### config.mk
export PLATFORM = sky130hd
export DESIGN_NAME = mem_controller
export DESIGN_NICKNAME = d
export VERILOG_FILES = /design/src/rtl/mem_controller.sv
export SDC_FILE = /design/constraint.sdc
export NUM_CORES = 1
export LEC_CHECK = 0
export BUFFER_PORTS_ARGS = -buffer_cell sky130_fd_sc_hd__buf_2
export CAP_MARGIN = 5
export CORE_MARGIN = 1
export CORE_UTILIZATION = 31
export DETAILED_ROUTE_END_ITERATION = 8
export PLACE_DENSITY = 0.53
export SYNTH_ARGS = -nofsm -noshare
export SYNTH_HDL_FRONTEND = slang
export SYNTH_SLANG_ARGS = --single-unit
### constraint.sdc
create_clock -name clk -period 4.8 [get_ports clk]
set_input_delay 0.72 -clock clk [delete_from_list [all_inputs] [get_ports clk]]
set_output_delay 0.72 -clock clk [all_outputs]
set_load 0.01 [all_outputs]
### src/rtl/mem_controller.sv
// Round-robin memory controller: NUM_CHANNELS channels share external memory among
// NUM_CONSUMERS requesters, each channel running a grant/wait/relay transaction FSM.
module mem_controller #(
  parameter int ADDR_BITS     = 8,
  parameter int DATA_BITS     = 16,
  parameter int NUM_CONSUMERS = 4,
  parameter int NUM_CHANNELS  = 1,
  parameter int WRITE_ENABLE  = 1
) (
  input  logic                     clk,
  input  logic                     reset,
  input  logic [NUM_CONSUMERS-1:0] consumer_read_valid,
  input  logic [ADDR_BITS-1:0]     consumer_read_address [NUM_CONSUMERS],
  output logic [NUM_CONSUMERS-1:0] consumer_read_ready,
  output logic [DATA_BITS-1:0]     consumer_read_data [NUM_CONSUMERS],
  input  logic [NUM_CONSUMERS-1:0] consumer_write_valid,
  input  logic [ADDR_BITS-1:0]     consumer_write_address [NUM_CONSUMERS],
  input  logic [DATA_BITS-1:0]     consumer_write_data [NUM_CONSUMERS],
  output logic [NUM_CONSUMERS-1:0] consumer_write_ready,
  output logic [NUM_CHANNELS-1:0]  mem_read_valid,
  output logic [ADDR_BITS-1:0]     mem_read_address [NUM_CHANNELS],
  input  logic [NUM_CHANNELS-1:0]  mem_read_ready,
  input  logic [DATA_BITS-1:0]     mem_read_data [NUM_CHANNELS],
  output logic [NUM_CHANNELS-1:0]  mem_write_valid,
  output logic [ADDR_BITS-1:0]     mem_write_address [NUM_CHANNELS],
  output logic [DATA_BITS-1:0]     mem_write_data [NUM_CHANNELS],
  input  logic [NUM_CHANNELS-1:0]  mem_write_ready
);

  localparam int          CW  = (NUM_CONSUMERS > 1) ? $clog2(NUM_CONSUMERS) : 1;
  localparam int unsigned NC  = NUM_CONSUMERS;
  localparam int unsigned NCH = NUM_CHANNELS;
  localparam logic        WE  = (WRITE_ENABLE != 0);

  typedef enum logic [2:0] {
    IDLE,
    READ_WAITING,
    WRITE_WAITING,
    READ_RELAYING,
    WRITE_RELAYING
  } state_t;

  state_t                   state [NUM_CHANNELS];
  logic [CW-1:0]            owner [NUM_CHANNELS];
  logic [NUM_CONSUMERS-1:0] busy;
  logic [CW-1:0]            last_grant;

  logic [NUM_CHANNELS-1:0]  grant;
  logic [NUM_CHANNELS-1:0]  grant_read;
  logic [CW-1:0]            grant_idx [NUM_CHANNELS];
  logic [NUM_CONSUMERS-1:0] claimed;
  logic [CW-1:0]            last_grant_next;

  // Channels arbitrate in index order; 'claimed' keeps a consumer off two channels
  // in the same cycle, and every channel scans from the same round-robin origin.
  always_comb begin
    logic          found;
    logic [CW-1:0] cand;
    claimed         = '0;
    grant           = '0;
    grant_read      = '0;
    last_grant_next = last_grant;
    found           = 1'b0;
    cand            = '0;
    for (int unsigned ch = 0; ch < NCH; ch++) begin
      grant_idx[ch] = '0;
      found         = 1'b0;
      if (state[ch] == IDLE) begin
        for (int unsigned k = 0; k < NC; k++) begin
          cand = CW'((32'(last_grant) + 32'd1 + k) % NC);
          if (!found && !busy[cand] && !claimed[cand] &&
              (consumer_read_valid[cand] || (WE && consumer_write_valid[cand]))) begin
            found          = 1'b1;
            grant[ch]      = 1'b1;
            grant_read[ch] = consumer_read_valid[cand];
            grant_idx[ch]  = cand;
            claimed[cand]  = 1'b1;
          end
        end
      end
      if (grant[ch]) last_grant_next = grant_idx[ch];
    end
  end

  always_ff @(posedge clk or posedge reset) begin
    if (reset) begin
      state                <= '{default: IDLE};
      owner                <= '{default: '0};
      busy                 <= '0;
      last_grant           <= CW'(NUM_CONSUMERS - 1);
      consumer_read_ready  <= '0;
      consumer_read_data   <= '{default: '0};
      consumer_write_ready <= '0;
      mem_read_valid       <= '0;
      mem_read_address     <= '{default: '0};
      mem_write_valid      <= '0;
      mem_write_address    <= '{default: '0};
      mem_write_data       <= '{default: '0};
    end else begin
      last_grant <= last_grant_next;
      for (int unsigned ch = 0; ch < NCH; ch++) begin
        case (state[ch])
          IDLE: begin
            if (grant[ch]) begin
              busy[grant_idx[ch]] <= 1'b1;
              owner[ch]           <= grant_idx[ch];
              if (grant_read[ch]) begin
                mem_read_valid[ch]   <= 1'b1;
                mem_read_address[ch] <= consumer_read_address[grant_idx[ch]];
                state[ch]            <= READ_WAITING;
              end else if (WE) begin
                mem_write_valid[ch]   <= 1'b1;
                mem_write_address[ch] <= consumer_write_address[grant_idx[ch]];
                mem_write_data[ch]    <= consumer_write_data[grant_idx[ch]];
                state[ch]             <= WRITE_WAITING;
              end
            end
          end
          READ_WAITING: begin
            if (mem_read_ready[ch]) begin
              mem_read_valid[ch]               <= 1'b0;
              consumer_read_data[owner[ch]]    <= mem_read_data[ch];
              consumer_read_ready[owner[ch]]   <= 1'b1;
              state[ch]                        <= READ_RELAYING;
            end
          end
          WRITE_WAITING: begin
            if (mem_write_ready[ch]) begin
              mem_write_valid[ch]             <= 1'b0;
              consumer_write_ready[owner[ch]] <= 1'b1;
              state[ch]                       <= WRITE_RELAYING;
            end
          end
          READ_RELAYING: begin
            if (!consumer_read_valid[owner[ch]]) begin
              consumer_read_ready[owner[ch]] <= 1'b0;
              busy[owner[ch]]                <= 1'b0;
              state[ch]                      <= IDLE;
            end
          end
          WRITE_RELAYING: begin
            if (!consumer_write_valid[owner[ch]]) begin
              consumer_write_ready[owner[ch]] <= 1'b0;
              busy[owner[ch]]                 <= 1'b0;
              state[ch]                       <= IDLE;
            end
          end
          default: state[ch] <= IDLE;
        endcase
      end
    end
  end

endmodule

=== Yosys cells after proc, flatten, opt, wreduce, memory -nomap -nowiden ===
Index checks and enable logic that the tools add are counted.

* Add/sub/neg operators: 4
* Shift operators: 0
* Equality and inequality tests: 11
* Div/mod/pow operators: 0
* Mux-type cells: 109
* Reductions and logical operators: 48
* $mul: 0
* Bitwise operators: 12
* $lt $le $gt $ge: 14

{| class="wikitable"
|+ Operator list
! kind !! number
|-
| $bwmux W64 || 1
|-
| $mux W4 || 13
|-
| $mux W16 || 3
|-
| $mux W1 || 44
|-
| $bmux W1 S2 || 18
|-
| $bmux W16 S2 || 1
|-
| $bmux W8 S2 || 2
|-
| $demux W16 S2 || 1
|-
| $mux W8 || 4
|-
| $or A4 B4 Y4 || 5
|-
| $lt A2 B3 Y1 const B || 6
|-
| $logic_and A1 B1 Y1 || 17
|-
| $pmux W4 S2 || 2
|-
| $mux W3 || 5
|-
| $pmux W3 S5 || 1
|-
| $ne A2 B2 Y1 const B || 7
|-
| $and A4 B4 Y4 || 3
|-
| $mux W2 || 6
|-
| $pmux W4 S3 || 1
|-
| $reduce_and A3 Y1 || 4
|-
| $reduce_and A4 Y1 || 3
|-
| $logic_not A1 Y1 || 11
|-
| $demux W1 S2 || 5
|-
| $ge A2 B1 Y1 const B || 5
|-
| 17 further kinds || 30
|}

* Bits in read-only memories: 0
* Flip-flop bits (word level): 117
* Bits in writable memories: 0
* Latch bits: 0
* Memories: 0

=== Logic depth before layout (Yosys ltp) ===
Gate-level depths: netlist (run 1).

* Depth in word-level cells: 36
* Mapped depth: 13

=== Worst setup path before layout (run 1) ===
Ideal clock, no wire load.

* Path type: flip-flop to flip-flop
* Start point: register last_grant[0]
* End point: register mem_write_address[4] in the netlist's numbering
* Arrival time: 2.773 ns
* Library setup time: 0.128 ns
* Data required time: 4.672 ns
* Path slack: 1.900 ns
* Cell stages (with the launch flop): 14
* Buffers on the path: 4
* Path through: dfstp_2 > inv_2 > buf_2 > ha_1 > or2_1 > buf_6 > mux2i_4 > o22ai_2 > o221a_1 > or2_1 > buf_6 > buf_6 > mux2i_1 > mux2_1

* Longest elaborated chain between the ends: 33

{| class="wikitable"
|+ Ends and longest elaborated chain
! item !! line !! source
|-
| start, declared || 46 || <nowiki>logic [CW-1:0] last_grant;</nowiki>
|-
| start signal, assigned || 90 || <nowiki>last_grant <= CW'(NUM_CONSUMERS - 1);</nowiki>
|-
| start signal, assigned || 100 || <nowiki>last_grant <= last_grant_next;</nowiki>
|-
| $add A2 B1 Y2 * || 70 || <nowiki>cand = CW'((32'(last_grant) + 32'd1 + k) % NC);</nowiki>
|-
| parallel branches: the longest is 32 deep, another holds $lt A2 B3 Y1 || -- ||
|-
| end signal, assigned by index || 113 || <nowiki>mem_write_address[ch] <= consumer_write_address[grant_idx[ch]];</nowiki>
|-
| end, declared || 25 || <nowiki>output logic [ADDR_BITS-1:0] mem_write_address [NUM_CHANNELS],</nowiki>
|}

Mark *: on every way between the ends. The select of a mux whose other input is x is not followed.
A chain may end at the register's enable or synchronous reset.

=== Worst setup path after layout (run 1) ===
* Start point: register last_grant[0]
* End point: register mem_write_data[9] in the netlist's numbering

* Longest elaborated chain between the ends: 33

{| class="wikitable"
|+ Ends and longest elaborated chain
! item !! line !! source
|-
| $add A2 B1 Y2 * || 70 ||
|-
| parallel branches: the longest is 32 deep, another holds $lt A2 B3 Y1 || -- ||
|-
| end signal, assigned by index || 114 || <nowiki>mem_write_data[ch] <= consumer_write_data[grant_idx[ch]];</nowiki>
|-
| end, declared || 26 || <nowiki>output logic [DATA_BITS-1:0] mem_write_data [NUM_CHANNELS],</nowiki>
|}

Marks and branches as above.

==> parameters.txt, run 1 <==
Parameter                              Value

Drt
  WL final ... 17700 um
  Total iterations of the first detailed-routing run ... 4
  Detailed Route Iter0 Violations ... 163
  Via total after detailed routing ... 4872
  DRC violations left ... 0
  Routed wire per std cell ... 17.3 um
  Number of nets with antenna violations after routing ... 0
  DR vias/cell ... 4.75

Setup path
  Critical setup path kind ... reg -> reg
  Largest stage delay on the critical path ... 790 ps
  Worst-case reg-to-reg path depth ... 9
  Worst Path Required ... 5090 ps
  Critical path arrival ... 3990 ps
  Slack of the worst reg-to-reg path ... 1100 ps
  Worst Path Buf+Inv ... 1
  Ordered list of cells on the worst path ... inv_2, ha_1, or2_1, mux2i_4, o22ai_2, o221a_1, or2_2, mux2i_1, mux2_1
  Worst flop-to-flop path startpoint ... last_grant[0]
  Dominant delay contributor by cell family on the critical path ... simple AND/OR/NAND/NOR gates
  Kind of end point of the critical path ... flip-flop
  Category of the worst setup path launch point ... flip-flop
  Max stage delay cell, worst path ... sky130_fd_sc_hd__or2_2
  Maximum fanout along the worst path ... 33
  Reg-to-Reg End ... mem_write_data[9]

Clock network
  Insertion delay of the later-clocked pin in the worst-skew pair ... 410 ps
  Hold bufs inserted after CTS ... 0
  CTS tree ... built
  TritonCTS Buffers ... 17
  Post-CTS resize count ... 0
  Cell chosen for the clock root ... sky130_fd_sc_hd__clkbuf_16
  Clock sinks ... 117
  Max clock buf depth ... 2
  Post-CTS Setup Inserts ... 0
  H-Tree Level Count ... 4
  Clock transition at the registers of the reported paths ... 60 ps

Placement
  Area after detailed placement ... 7700 um2
  Final HPWL DP ... 12800 um
  Final GP Congestion ... 0.801
  Quantity of I/O buffers inserted on ports ... 261

Synthesis
  Post-synthesis average cell area ... 12.7 um2
  Flop and latch count out of synthesis ... 117
  Warnings from Yosys ... 0
  Area share of the largest cell type after synthesis ... 0.460
  Primary FF master, synth ... sky130_fd_sc_hd__dfrtp_1
  Number of distinct standard cells referenced by the synthesized netlist ... 54
  Biggest area contributors in the synthesized netlist ... sky130_fd_sc_hd__dfrtp_1 46%, sky130_fd_sc_hd__mux2i_1 15%, sky130_fd_sc_hd__mux2_2 13%
  Leading area contributor after synthesis ... sky130_fd_sc_hd__dfrtp_1
  Synthesized net count ... 654
  Proportion of register bits with asynchronous set or reset after synthesis ... 1.00
  Syn Inst Count ... 494
  Seq/Total Area, Yosys ... 0.468
  Most common cell in the synthesized netlist ... sky130_fd_sc_hd__dfrtp_1
  Top cell types by occurrence after synthesis ... 115 x sky130_fd_sc_hd__dfrtp_1, 91 x sky130_fd_sc_hd__mux2i_1, 72 x sky130_fd_sc_hd__mux2_2, 28 x sky130_fd_sc_hd__nand2_1, 20 x sky130_fd_sc_hd__mux2_1
  Number of enable-type register cells in the synthesized netlist ... 0
  Post-synthesis cell area ... 6250 um2

Power and ir drop
  Max VDD drop ... 0.347 mV
  Final Total Pwr ... 6360 uW
  Power density normalized to cell area ... 768 nW/um2
  Leakage component of the power ... 0.00400 uW

Floorplan
  Die Wd ... 144 um
  Total die area ... 20700 um2
  Initial Utilization ... 0.319
  Number of cell rows ... 51
  Chip Height ... 144 um
  IO Count ... 262
  Total core area ... 19600 um2

Min path
  Worst Hold Class ... reg -> reg
  End point of the worst hold path ... mem_write_data[2]
  Start point of the worst hold path ... mem_write_data[2]
  Worst hold path cell count ... 1

Timing
  Final-layout setup total negative slack ... 0 ps
  Part of the cycle the worst path needs ... 0.771
  Hold violation total from the final report ... 0
  Final setup fails ... 0
  Max-slew headroom at the worst pin ... 0.272
  Layout Skew ... 8.10 ps
  Setup repair after global routing missed its margin ... no
  Time the final worst path needs with I/O delays and setup ... 3700 ps
  Max-slew violation count ... 0
  Worst hold slack ... 486 ps
  Least-Margin Pin Slew ... 1090 ps
  Fmax ... 270 MHz

Global route
  Global-route congestion overflow total ... 0
  Antenna violations before repair ... 3
  Global-route wire length before repair ... 26900 um
  Global router's overall resource usage ... 0.173
  Maximum number of pins on one net before global-route repair ... 88
  Via count of the first global-routing pass ... 5109

Run
  Max-Cap Viols ... 0

Finish
  Area Growth Syn to Fin ... 32.3%
  Core Util, Final ... 0.422
  Non-Filler Cell Area, Final ... 8280 um2
  Count of nets after finishing ... 907
  Proportion of layout cells with a drive suffix above 1 ... 0.526

Status
  Outcome ... finished clean
## final cells by class
type | count | area [um2]
Clock buffer | 17 | 425
Clock inverter | 15 | 144
Multi-Input combinational cell | 339 | 3070
Timing Repair Buffer | 266 | 1340
Tap cell | 265 | 332
Sequential cell | 117 | 2930
Inverter | 6 | 25.0
Antenna cell | 1 | 2.50
Fill cell | 1882 | 11300
## power breakdown
part	internal [uW]	leakage [uW]	switching (uW)
clock network	726	0.000279	500
registers	1500	0.00141	311
logic	1570	0.00232	1750
## worst register-to-register path, cell delays in order, from the launching register on
cell,delay [ps]
sky130_fd_sc_hd__dfstp_2,730
sky130_fd_sc_hd__inv_2,210
sky130_fd_sc_hd__ha_1,250
sky130_fd_sc_hd__or2_1,350
sky130_fd_sc_hd__mux2i_4,250
sky130_fd_sc_hd__o22ai_2,260
sky130_fd_sc_hd__o221a_1,240
sky130_fd_sc_hd__or2_2,790
sky130_fd_sc_hd__mux2i_1,200
sky130_fd_sc_hd__mux2_1,320
## per-stage QoR
step           worst slack (ps)  instances
3_5_place_dp               1060        993
3_3_place_gp               1210        993
5_1_grt                     803       1025
4_1_cts                    1060       1025
2_1_floorplan               983        494
6_report                   1100       1026
## worst max path at each step
stage | startpoint | slack (ps) | to | cells after the start
after floorplan | reset | 980 | async pin | 1
after global placement | last_grant[0] | 1210 | mem_write_data[15] | 9
after detailed placement | last_grant[0] | 1060 | mem_write_address[7] | 9
after CTS | last_grant[0] | 1060 | mem_write_address[7] | 9
after global routing | last_grant[0] | 800 | mem_write_data[7] | 9
final | last_grant[0] | 1100 | mem_write_data[9] | 9
## registers in the layout, indices dropped and copies added (netlist names), named ones only
| name | cells |
|---|---|
| last_grant | 2 |
| owner | 2 |
| mem_read_valid | 1 |
| mem_read_address | 8 |
| consumer_read_data | 64 |
| mem_write_valid | 1 |
| mem_write_data | 16 |
| state | 3 |
| busy | 4 |
| mem_write_address | 8 |
## cell usage in the layout, fill, tap and decap left out, types with 2 or more instances in the layout
| master | n |
|---|---|
| sky130_fd_sc_hd__nor2_1 | 19 |
| sky130_fd_sc_hd__o21bai_1 | 2 |
| sky130_fd_sc_hd__dfrtp_1 | 115 |
| sky130_fd_sc_hd__nand3_1 | 7 |
| sky130_fd_sc_hd__o21bai_2 | 2 |
| sky130_fd_sc_hd__or2_2 | 2 |
| sky130_fd_sc_hd__nor3_1 | 3 |
| sky130_fd_sc_hd__nand2_1 | 28 |
| sky130_fd_sc_hd__mux2_2 | 72 |
| sky130_fd_sc_hd__buf_4 | 5 |
| sky130_fd_sc_hd__mux4_2 | 9 |
| sky130_fd_sc_hd__nand2b_1 | 10 |
| sky130_fd_sc_hd__mux2i_1 | 91 |
| sky130_fd_sc_hd__clkinv_2 | 3 |
| sky130_fd_sc_hd__ha_1 | 4 |
| sky130_fd_sc_hd__nand3_2 | 2 |
| sky130_fd_sc_hd__a21oi_1 | 13 |
| sky130_fd_sc_hd__inv_1 | 4 |
| sky130_fd_sc_hd__o31ai_1 | 2 |
| sky130_fd_sc_hd__dfstp_2 | 2 |
| sky130_fd_sc_hd__mux2_1 | 20 |
| sky130_fd_sc_hd__inv_6 | 6 |
| sky130_fd_sc_hd__a22o_1 | 8 |
| sky130_fd_sc_hd__clkbuf_16 | 17 |
| sky130_fd_sc_hd__o21ai_0 | 15 |
| sky130_fd_sc_hd__clkinvlp_4 | 2 |
| sky130_fd_sc_hd__a31oi_1 | 2 |
| sky130_fd_sc_hd__inv_8 | 2 |
| sky130_fd_sc_hd__buf_2 | 261 |
| sky130_fd_sc_hd__o21ai_1 | 2 |
| sky130_fd_sc_hd__and3_1 | 3 |
## layer usage
metal | up-vias | part of all wire | GRT usage
li1 | 2313 | - | -
met1 | 2347 | 0.40 | 0.186
met2 | 189 | 0.49 | 0.305
met3 | 19 | 0.095 | 0.0689
met4 | 4 | 0.0099 | 0.0622
met5 | - | 0.0017 | 0
## kinds of logic (layout without fill, tap and decap cells)
kind of cell / Yosys count / in the layout / synth area share
buffers and inverters: 38 / 304 / 0.0438
DFF: 117 / 117 / 0.468
other: 0 / 1 / 0
AOI/OAI and AO/OA: 57 / 57 / 0.0638
muxes: 194 / 194 / 0.350
and+or+nand+nor: 84 / 84 / 0.0662
adders and majority gates: 4 / 4 / 0.00800
(Power assumes the default switching activity.)
==> run 2: changes to the inputs <==
--- a/config.mk
+++ b/config.mk
@@ -5,12 +5,13 @@
 export SDC_FILE = /design/constraint.sdc
 export NUM_CORES = 1
 export LEC_CHECK = 0
+export ABC_AREA = 1
 export BUFFER_PORTS_ARGS = -buffer_cell sky130_fd_sc_hd__buf_2
 export CAP_MARGIN = 5
 export CORE_MARGIN = 1
 export CORE_UTILIZATION = 31
 export DETAILED_ROUTE_END_ITERATION = 8
-export PLACE_DENSITY = 0.53
+export PLACE_DENSITY = 0.55
 export SYNTH_ARGS = -nofsm -noshare
 export SYNTH_HDL_FRONTEND = slang
 export SYNTH_SLANG_ARGS = --single-unit
==> constraint.sdc (replaced) <==
create_clock -name clk -period 3.1 [get_ports clk]
set_input_delay 0.465 -clock clk [delete_from_list [all_inputs] [get_ports clk]]
set_output_delay 0.465 -clock clk [all_outputs]
set_load 0.01 [all_outputs]
==> run 2 against run 1 <==
  * Hold slack lost 330 ps
  * Non-clock buffer count is 18 higher
  * Final cell count grew 43%
  * Design area up 4.6%
  * Die area grew 2.5%
  * Fmax rose by 28%
  * Sequential share of layout area is 1.5 points lower
  * Synthesized area rose by 2.5%
  * Sequential power increased by 49%
  * Setup slack lost 880 ps
  * Global-route usage is 2.7 points higher
  * Critical path type unchanged
  * Largest cell class unchanged
  * Highest routed layer is now met4
==> parameters.txt, run 2 <==
Parameter                              Value

Status
  Outcome ... finished clean

Run
  Max-Cap Viols ... 0 (unchanged)

Floorplan
  Chip Height ... 146 um (+1.2%)
  Number of cell rows ... 52 (+2.0%)
  IO Count ... 262 (unchanged)
  Die Wd ... 146 um (+1.2%)
  Initial Utilization ... 0.317 (-0.00238)
  Total core area ... 20200 um2 (+3.3%)
  Total die area ... 21300 um2 (+2.5%)

Setup path
  Largest stage delay on the critical path ... 560 ps (-230 ps)
  Max stage delay cell, worst path ... sky130_fd_sc_hd__dfstp_2
  Maximum fanout along the worst path ... 44 (+33%)
  Critical setup path kind ... reg -> reg
  Most frequent cell on the critical path ... sky130_fd_sc_hd__nand2_1
  Worst-case reg-to-reg path depth ... 20 (+11)
  Critical path arrival ... 3190 ps (-800 ps)
  Launch point of the worst path ... last_grant[0]
  Worst flop-to-flop path startpoint ... last_grant[0]
  Kind of end point of the critical path ... flip-flop
  Worst Path Required ... 3400 ps (-1690 ps)
  Ordered list of cells on the worst path ... inv_4, ha_2, inv_2, nand3_1, nand2_1, nand3_1, nand2_2, nand2_2, nor2_4, nand2_2, nand3_4, nand2_2, buf_12, buf_4, nand2_1, nand2_1, nand2_1, nand2_1, nand2_1, nand2_1
  Category of the worst setup path launch point ... flip-flop

Synthesis
  Proportion of register bits with asynchronous set or reset after synthesis ... 1.00 (unchanged)
  Number of distinct standard cells referenced by the synthesized netlist ... 30 (-44%)
  Synthesized net count ... 1087 (+66%)
  Area share of the largest cell type after synthesis ... 0.449 (-0.0113)
  Primary FF master, synth ... sky130_fd_sc_hd__dfrtp_1
  Top cell types by occurrence after synthesis ... 472 x sky130_fd_sc_hd__nand2_1, 115 x sky130_fd_sc_hd__dfrtp_1, 90 x sky130_fd_sc_hd__o21ai_0, 84 x sky130_fd_sc_hd__nand3_1, 46 x sky130_fd_sc_hd__inv_1
  Flop and latch count out of synthesis ... 117 (unchanged)
  Leading area contributor after synthesis ... sky130_fd_sc_hd__dfrtp_1
  Most common cell in the synthesized netlist ... sky130_fd_sc_hd__nand2_1
  Post-synthesis average cell area ... 6.92 um2 (-45%)
  Biggest area contributors in the synthesized netlist ... sky130_fd_sc_hd__dfrtp_1 45%, sky130_fd_sc_hd__nand2_1 28%, sky130_fd_sc_hd__o21ai_0 7.0%
  Number of enable-type register cells in the synthesized netlist ... 0 (unchanged)
  Warnings from Yosys ... 0 (unchanged)
  Seq/Total Area, Yosys ... 0.457 (-0.0115)
  Post-synthesis cell area ... 6410 um2 (+2.5%)
  Syn Inst Count ... 927 (+88%)

Timing
  Max-slew violation count ... 0 (unchanged)
  Least-Margin Pin Slew ... 506 ps (-586 ps)
  Final-layout setup total negative slack ... 0 ps (unchanged)
  Max-slew headroom at the worst pin ... 0.662 (+0.389)
  Fmax ... 346 MHz (+28%)
  Hold violation total from the final report ... 0 (unchanged)
  Part of the cycle the worst path needs ... 0.931 (+0.160)
  Time the final worst path needs with I/O delays and setup ... 2890 ps (-816 ps)
  Layout Skew ... 9.31 ps (+1.21 ps)
  Final setup fails ... 0 (unchanged)

Global route
  Global Route met3 Usage ... 0.0696 (+0.000718)
  Global-route wire length before repair ... 33600 um (+25%)
  GRT busiest layer ... met2
  Maximum number of pins on one net before global-route repair ... 81 (-8.0%)
  Via count of the first global-routing pass ... 6308 (+23%)
  Global routing usage on met2 ... 0.313 (+0.00856)
  Global router's overall resource usage ... 0.200 (+0.0275)
  Antenna violations before repair ... 0 (-3)
  Met1 Usage GRT ... 0.263 (+0.0778)
  Global-route congestion overflow total ... 0 (unchanged)

Clock network
  CTS tree ... built
  Post-CTS Setup Inserts ... 0 (unchanged)
  Max clock buf depth ... 2 (unchanged)
  Insertion delay of the later-clocked pin in the worst-skew pair ... 410 ps (about the same)
  Clock sinks ... 117 (unchanged)
  Clock transition at the registers of the reported paths ... 60 ps (about the same)
  H-Tree Level Count ... 4 (unchanged)
  Cell chosen for the clock root ... sky130_fd_sc_hd__clkbuf_16
  TritonCTS Buffers ... 17 (unchanged)

Finish
  Largest regs ... consumer_read_data (64), mem_write_data (16)
  Count of filler cells inserted in the layout ... 2122 (+13%)
  Non-Filler Cell Area, Final ... 8650 um2 (+4.6%)
  Area Growth Syn to Fin ... 34.9%
  Count of nets after finishing ... 1342 (+48%)
  Most frequent standard cell in the layout excluding fill and tap cells ... sky130_fd_sc_hd__nand2_1
  Highest-count cells in the layout ignoring fill and taps ... 471 x sky130_fd_sc_hd__nand2_1, 261 x sky130_fd_sc_hd__buf_2, 115 x sky130_fd_sc_hd__dfrtp_1
  Register ranked first by flip-flop count ... consumer_read_data
  Proportion of layout cells with a drive suffix above 1 ... 0.287 (-0.239)
  Flip-flop count of the largest register, all copies and words added ... 64 (unchanged)
  Antenna Cells ... 0 (-1)

Power and ir drop
  Leakage component of the power ... 0.00507 uW (+27%)
  Max VDD drop ... 0.890 mV (+160%)
  Power density normalized to cell area ... 1490 nW/um2 (+94%)
  Final Total Pwr ... 12900 uW (+100%)

Placement
  Area after detailed placement ... 8020 um2 (+4.1%)
  Quantity of I/O buffers inserted on ports ... 261 (unchanged)
  Final GP Congestion ... 0.893 (+12%)
  Final HPWL DP ... 15400 um (+20%)

Drt
  Via total after detailed routing ... 6591 (+35%)
  DR vias/cell ... 4.50 (-5.3%)
  Total iterations of the first detailed-routing run ... 4 (unchanged)
  DRC violations left ... 0 (unchanged)
  WL final ... 21000 um (+18%)
  Detailed Route Iter0 Violations ... 333 (+100%)
  Number of nets with antenna violations after routing ... 0 (unchanged)
  Routed wire per std cell ... 14.3 um (-17%)

Min path
  Worst Hold Class ... in -> async
[run 2: changes by cell type after synthesis, moves of 10 or more]
cell / delta
sky130_fd_sc_hd__nand2_1: +444
sky130_fd_sc_hd__mux2i_1: -91
sky130_fd_sc_hd__nand3_1: +76
sky130_fd_sc_hd__o21ai_0: +75
sky130_fd_sc_hd__mux2_2: -72
sky130_fd_sc_hd__inv_1: +41
sky130_fd_sc_hd__buf_2: +20
sky130_fd_sc_hd__mux2_1: -20
sky130_fd_sc_hd__nor2_1: +11
sky130_fd_sc_hd__nand2b_1: -10
[run 2: what timing repair did]
action / CTS / global route
endpoints found under the setup margin: 0 / 29
resized for setup: 0 / 5
hold buffers: 0 / 0
hold endpoints to repair: 0 / 0
[run 2: area by class of cell]
| type | count | area, um2 | area share |
|---|---|---|---|
| timing repair buffer | 284 | 1580 | 0.183 |
| clock buffer | 17 | 425 | 0.0492 |
| inverter | 54 | 209 | 0.0242 |
| clock inverter | 15 | 158 | 0.0182 |
| sequential | 117 | 2930 | 0.339 |
| multi-input combinational | 708 | 3010 | 0.348 |
| tap | 270 | 338 | 0.0390 |
[run 2: cell families (layout without fill, tap and decap cells)]
logic type | count (synthesis) | count (layout) | share of synthesized area
AOI/OAI and AO/OA | 105 | 105 | 0.0853
adders and majority gates | 4 | 4 | 0.00781
buffers and inverters | 102 | 370 | 0.0765
and+or+nand+nor | 599 | 599 | 0.373
DFF | 117 | 117 | 0.457
[run 2: stage by stage]
step,utilization,std cells,setup slack (ps),hold slack [ps]
floorplan,-,927,289,496
global placement,0.396,1432,212,459
detailed placement,0.396,1432,136,460
CTS,0.425,1464,118,180
global route,0.428,1465,-9.06,202
finish,0.428,1465,213,158
[run 2: per-layer routing]
metal,part of all wire,vias up
li1,-,3423
met1,0.45,2903
met2,0.46,246
met3,0.088,19
met4,0.0099,0
met5,0,-
[run 2: worst max-delay path: cells and delay by family (launching register included)]
family | cells | cell delay [ps]
buf+inv | 4 | 560
simple gates | 15 | 1300
fa+ha+maj | 1 | 330
flops | 1 | 560
[run 2: power by group]
group	total [uW]	switching (uW)	internal, uW
sequential	2690	403	2280
clock	1960	819	1140
combinational	8220	5350	2880
[run 2: path summary, 6_finish.rpt]
| path | end | slack, ps |
|---|---|---|
| max reg2reg | mem_read_address[6] | 210 |
| max | mem_read_address[6] | 210 |
| min reg2reg | mem_write_address[2] | 470 |
| max in group asynchronous | last_grant[1] | 2510 |
| min in group clk | consumer_read_data[7] | 360 |
| min | consumer_read_data[1] | 160 |
==> run 3: changes to the inputs <==
--- a/config.mk
+++ b/config.mk
@@ -11,7 +11,9 @@
 export CORE_MARGIN = 1
 export CORE_UTILIZATION = 31
 export DETAILED_ROUTE_END_ITERATION = 8
+export HOLD_SLACK_MARGIN = 0.1
 export PLACE_DENSITY = 0.55
+export REMOVE_ABC_BUFFERS = 1
 export SYNTH_ARGS = -nofsm -noshare
 export SYNTH_HDL_FRONTEND = slang
 export SYNTH_SLANG_ARGS = --single-unit
==> run 3 against run 2 <==
  * Clock power rose by 4%
  * Setup slack improved by 99 ps
  * Sequential share of layout area fell by 0.20 points
  * Final cell count fell by 0.14%
  * Fmax rose by 3.6%
  * Largest power group unchanged
==> parameters.txt, run 3 (synthesis results as in run 2) <==
Parameter                              Value

Finish
  Register ranked first by flip-flop count ... consumer_read_data
  Most frequent standard cell in the layout excluding fill and tap cells ... sky130_fd_sc_hd__nand2_1
  Flip-flop count of the largest register, all copies and words added ... 64 (unchanged)
  Non-Filler Cell Area, Final ... 8700 um2 (+0.59%)
  Proportion of layout cells with a drive suffix above 1 ... 0.285 (-0.00203)
  Multi-input logic area ... 3010 um2 (+0.17%)
  Area used by sequential logic in the layout ... 2930 um2 (unchanged)
  Antenna Cells ... 0 (unchanged)
  Layout Cells excl Fill ... 1463 (-0.14%)
  Count of nets after finishing ... 1340 (-0.15%)
  Area Growth Syn to Fin ... 35.7%
  Highest-count cells in the layout ignoring fill and taps ... 471 x sky130_fd_sc_hd__nand2_1, 261 x sky130_fd_sc_hd__buf_2, 115 x sky130_fd_sc_hd__dfrtp_1
  Largest regs ... consumer_read_data (64), mem_write_data (16)
  Count of filler cells inserted in the layout ... 2132 (+0.47%)

Setup path
  Worst Path Required ... 3460 ps (+60 ps)
  Kind of end point of the critical path ... flip-flop
  Critical path arrival ... 3140 ps (-50 ps)
  Ordered list of cells on the worst path ... inv_4, ha_2, inv_4, nand3_1, nand2_1, nand3_1, nand2_2, nand2_2, inv_2, nand2_1, o21ai_1, nor2_1, nor2_2, buf_12, nand2_1, nand2_1, nand2_1, nand2_1
  Largest stage delay on the critical path ... 550 ps (about the same)
  Worst Path Buf+Inv ... 4 (unchanged)
  Most frequent cell on the critical path ... sky130_fd_sc_hd__nand2_1
  Max stage delay cell, worst path ... sky130_fd_sc_hd__dfstp_2
  Critical setup path kind ... reg -> reg
  Category of the worst setup path launch point ... flip-flop
  Maximum fanout along the worst path ... 31 (-30%)
  Dominant delay contributor by cell family on the critical path ... simple AND/OR/NAND/NOR gates

Placement
  Area after detailed placement ... 7970 um2 (-0.64%)
  Quantity of I/O buffers inserted on ports ... 261 (unchanged)
  Final GP Congestion ... 0.839 (-6.1%)
  Place WS ... 143 ps (+7.12 ps)
  Number of placed instances, taps included ... 1427 (-0.35%)
  Final HPWL DP ... 14700 um (-4.6%)

Clock network
  Clock transition at the registers of the reported paths ... 60 ps (about the same)
  Cell chosen for the clock root ... sky130_fd_sc_hd__clkbuf_16
  Clock sinks ... 117 (unchanged)
  CTS tree ... built
  H-Tree Level Count ... 4 (unchanged)
  TritonCTS Buffers ... 17 (unchanged)
  Max clock buf depth ... 2 (unchanged)
  Insertion delay of the later-clocked pin in the worst-skew pair ... 410 ps (about the same)

Drt
  WL final ... 20900 um (-0.38%)
  DRC violations left ... 0 (unchanged)
  Detailed Route Iter0 Violations ... 399 (+20%)
  Via total after detailed routing ... 6689 (+1.5%)
  DR vias/cell ... 4.57 (+1.6%)
  Number of nets with antenna violations after routing ... 0 (unchanged)
  Routed wire per std cell ... 14.3 um (-0.24%)
  Total iterations of the first detailed-routing run ... 4 (unchanged)

Timing
  Fmax ... 359 MHz (+3.6%)
  Final-layout setup total negative slack ... 0 ps (unchanged)
  Final worst slack ... 313 ps (+99.4 ps)
  Worst hold slack ... 364 ps (+206 ps)
  Time the final worst path needs with I/O delays and setup ... 2790 ps (-99.4 ps)
  Max-slew headroom at the worst pin ... 0.648 (-0.0141)
  Hold violation total from the final report ... 0 (unchanged)
  Least-Margin Pin Slew ... 525 ps (+19.0 ps)
  Max-slew violation count ... 0 (unchanged)
  Part of the cycle the worst path needs ... 0.899 (-0.0321)
  Layout Skew ... 13.2 ps (+3.89 ps)
  Final setup fails ... 0 (unchanged)
  Setup repair after global routing missed its margin ... no

Global route
  Global router's overall resource usage ... 0.194 (-0.00571)
  Global-route congestion overflow total ... 0 (unchanged)
  Maximum number of pins on one net before global-route repair ... 65 (-20%)
  Global-route wire length before repair ... 33100 um (-1.5%)
  Via count of the first global-routing pass ... 6397 (+1.4%)
  Antenna violations before repair ... 0 (unchanged)

Floorplan
  Number of cell rows ... 52 (unchanged)
  Total core area ... 20200 um2 (unchanged)
  IO Count ... 262 (unchanged)
  Initial Utilization ... 0.317 (unchanged)
  Total die area ... 21300 um2 (unchanged)
  Die Wd ... 146 um (unchanged)
  Chip Height ... 146 um (unchanged)

Power and ir drop
  Internal Power ... 6410 uW (+1.8%)
  Max VDD drop ... 1.07 mV (+21%)
  Power density normalized to cell area ... 1490 nW/um2 (+0.38%)
  Logic pwr share ... 0.638 (about the same)
  Leakage component of the power ... 0.00509 uW (+0.54%)
  Net switching power of the design ... 6580 uW (+0.23%)
  Switching power share of the total ... 0.507 (-0.00377)
  Sequential power share ... 0.205 (-0.004)
  Share of total power in the clock network ... 0.157 (+0.005)

Status
  Outcome ... finished clean

Run
  Max-Cap Viols ... 0 (unchanged)

Min path
  Worst Hold Class ... in -> reg
-- run 3: cell count changes in the layout (fill, tap and decap cells not counted), moves of 2 or more --
cell / delta
sky130_fd_sc_hd__inv_2: -2
sky130_fd_sc_hd__inv_6: -2
sky130_fd_sc_hd__buf_6: -2
sky130_fd_sc_hd__inv_4: +3
sky130_fd_sc_hd__clkbuf_16: +2
sky130_fd_sc_hd__buf_4: -3
-- run 3: tightest hold or removal path, delay by kind of cell --
family | cells | cell delay [ps]
compound gates | 1 | 150
buf+inv | 2 | 130
-- run 3: layout make-up --
type                    count  area share
multi-input cells         708       0.346
clock inverters            15      0.0213
repair buffers            282       0.184
clock buffers              17      0.0489
inverters                  54      0.0244
well taps                 270      0.0388
flip-flops and latches    117       0.337
-- run 3: metrics by stage --
| step | power (uW) | util |
|---|---|---|
| 2_1_floorplan | 6930 | - |
| 3_3_place_gp | 10400 | 0.394 |
| 3_5_place_dp | 10400 | 0.394 |
| 4_1_cts | 12500 | 0.425 |
| 5_1_grt | 14300 | 0.430 |
| 6_report | 13000 | 0.430 |
-- run 3: power groups by stage --
stage	registers, uW	clock network [uW]	logic [uW]
after global placement	2680	0	7680
after CTS	2660	2090	7740
after global routing	2760	2160	9370
final	2660	2040	8290
after detailed placement	2670	0	7730
after floorplan	2980	0	3950
-- run 3: path summary, 6_finish.rpt --
kind	from	endpoint	slack (ps)	cells after the start
worst max-delay path	last_grant[0]	mem_write_data[0]	310	18
worst min-delay path	mem_read_data[3]	consumer_read_data[51]	360	3
worst max register to register	last_grant[0]	mem_write_data[0]	310	18
worst min register to register	mem_read_address[6]	mem_read_address[6]	470	2
max in group asynchronous	reset	last_grant[0]	1660	4
min in group asynchronous	reset	consumer_read_data[56]	640	3
-- run 3: per-layer routing --
layer	vias to the layer above	GRT usage	part of all wire
met2	175	0.324	0.49
met4	0	0.0642	0.021
met3	26	0.0404	0.043
li1	3417	-	-
met5	-	0	0
met1	3071	0.251	0.44
-- run 3: what timing repair did --
| item | in CTS | in global routing |
|---|---|---|
| resized for setup | 0 | 11 |
| hold buffers | 1 | 0 |
| endpoints found under the setup margin | 0 | 39 |
| endpoints found under the hold margin | 17 | 0 |
| buffers inserted | 0 | 0 |
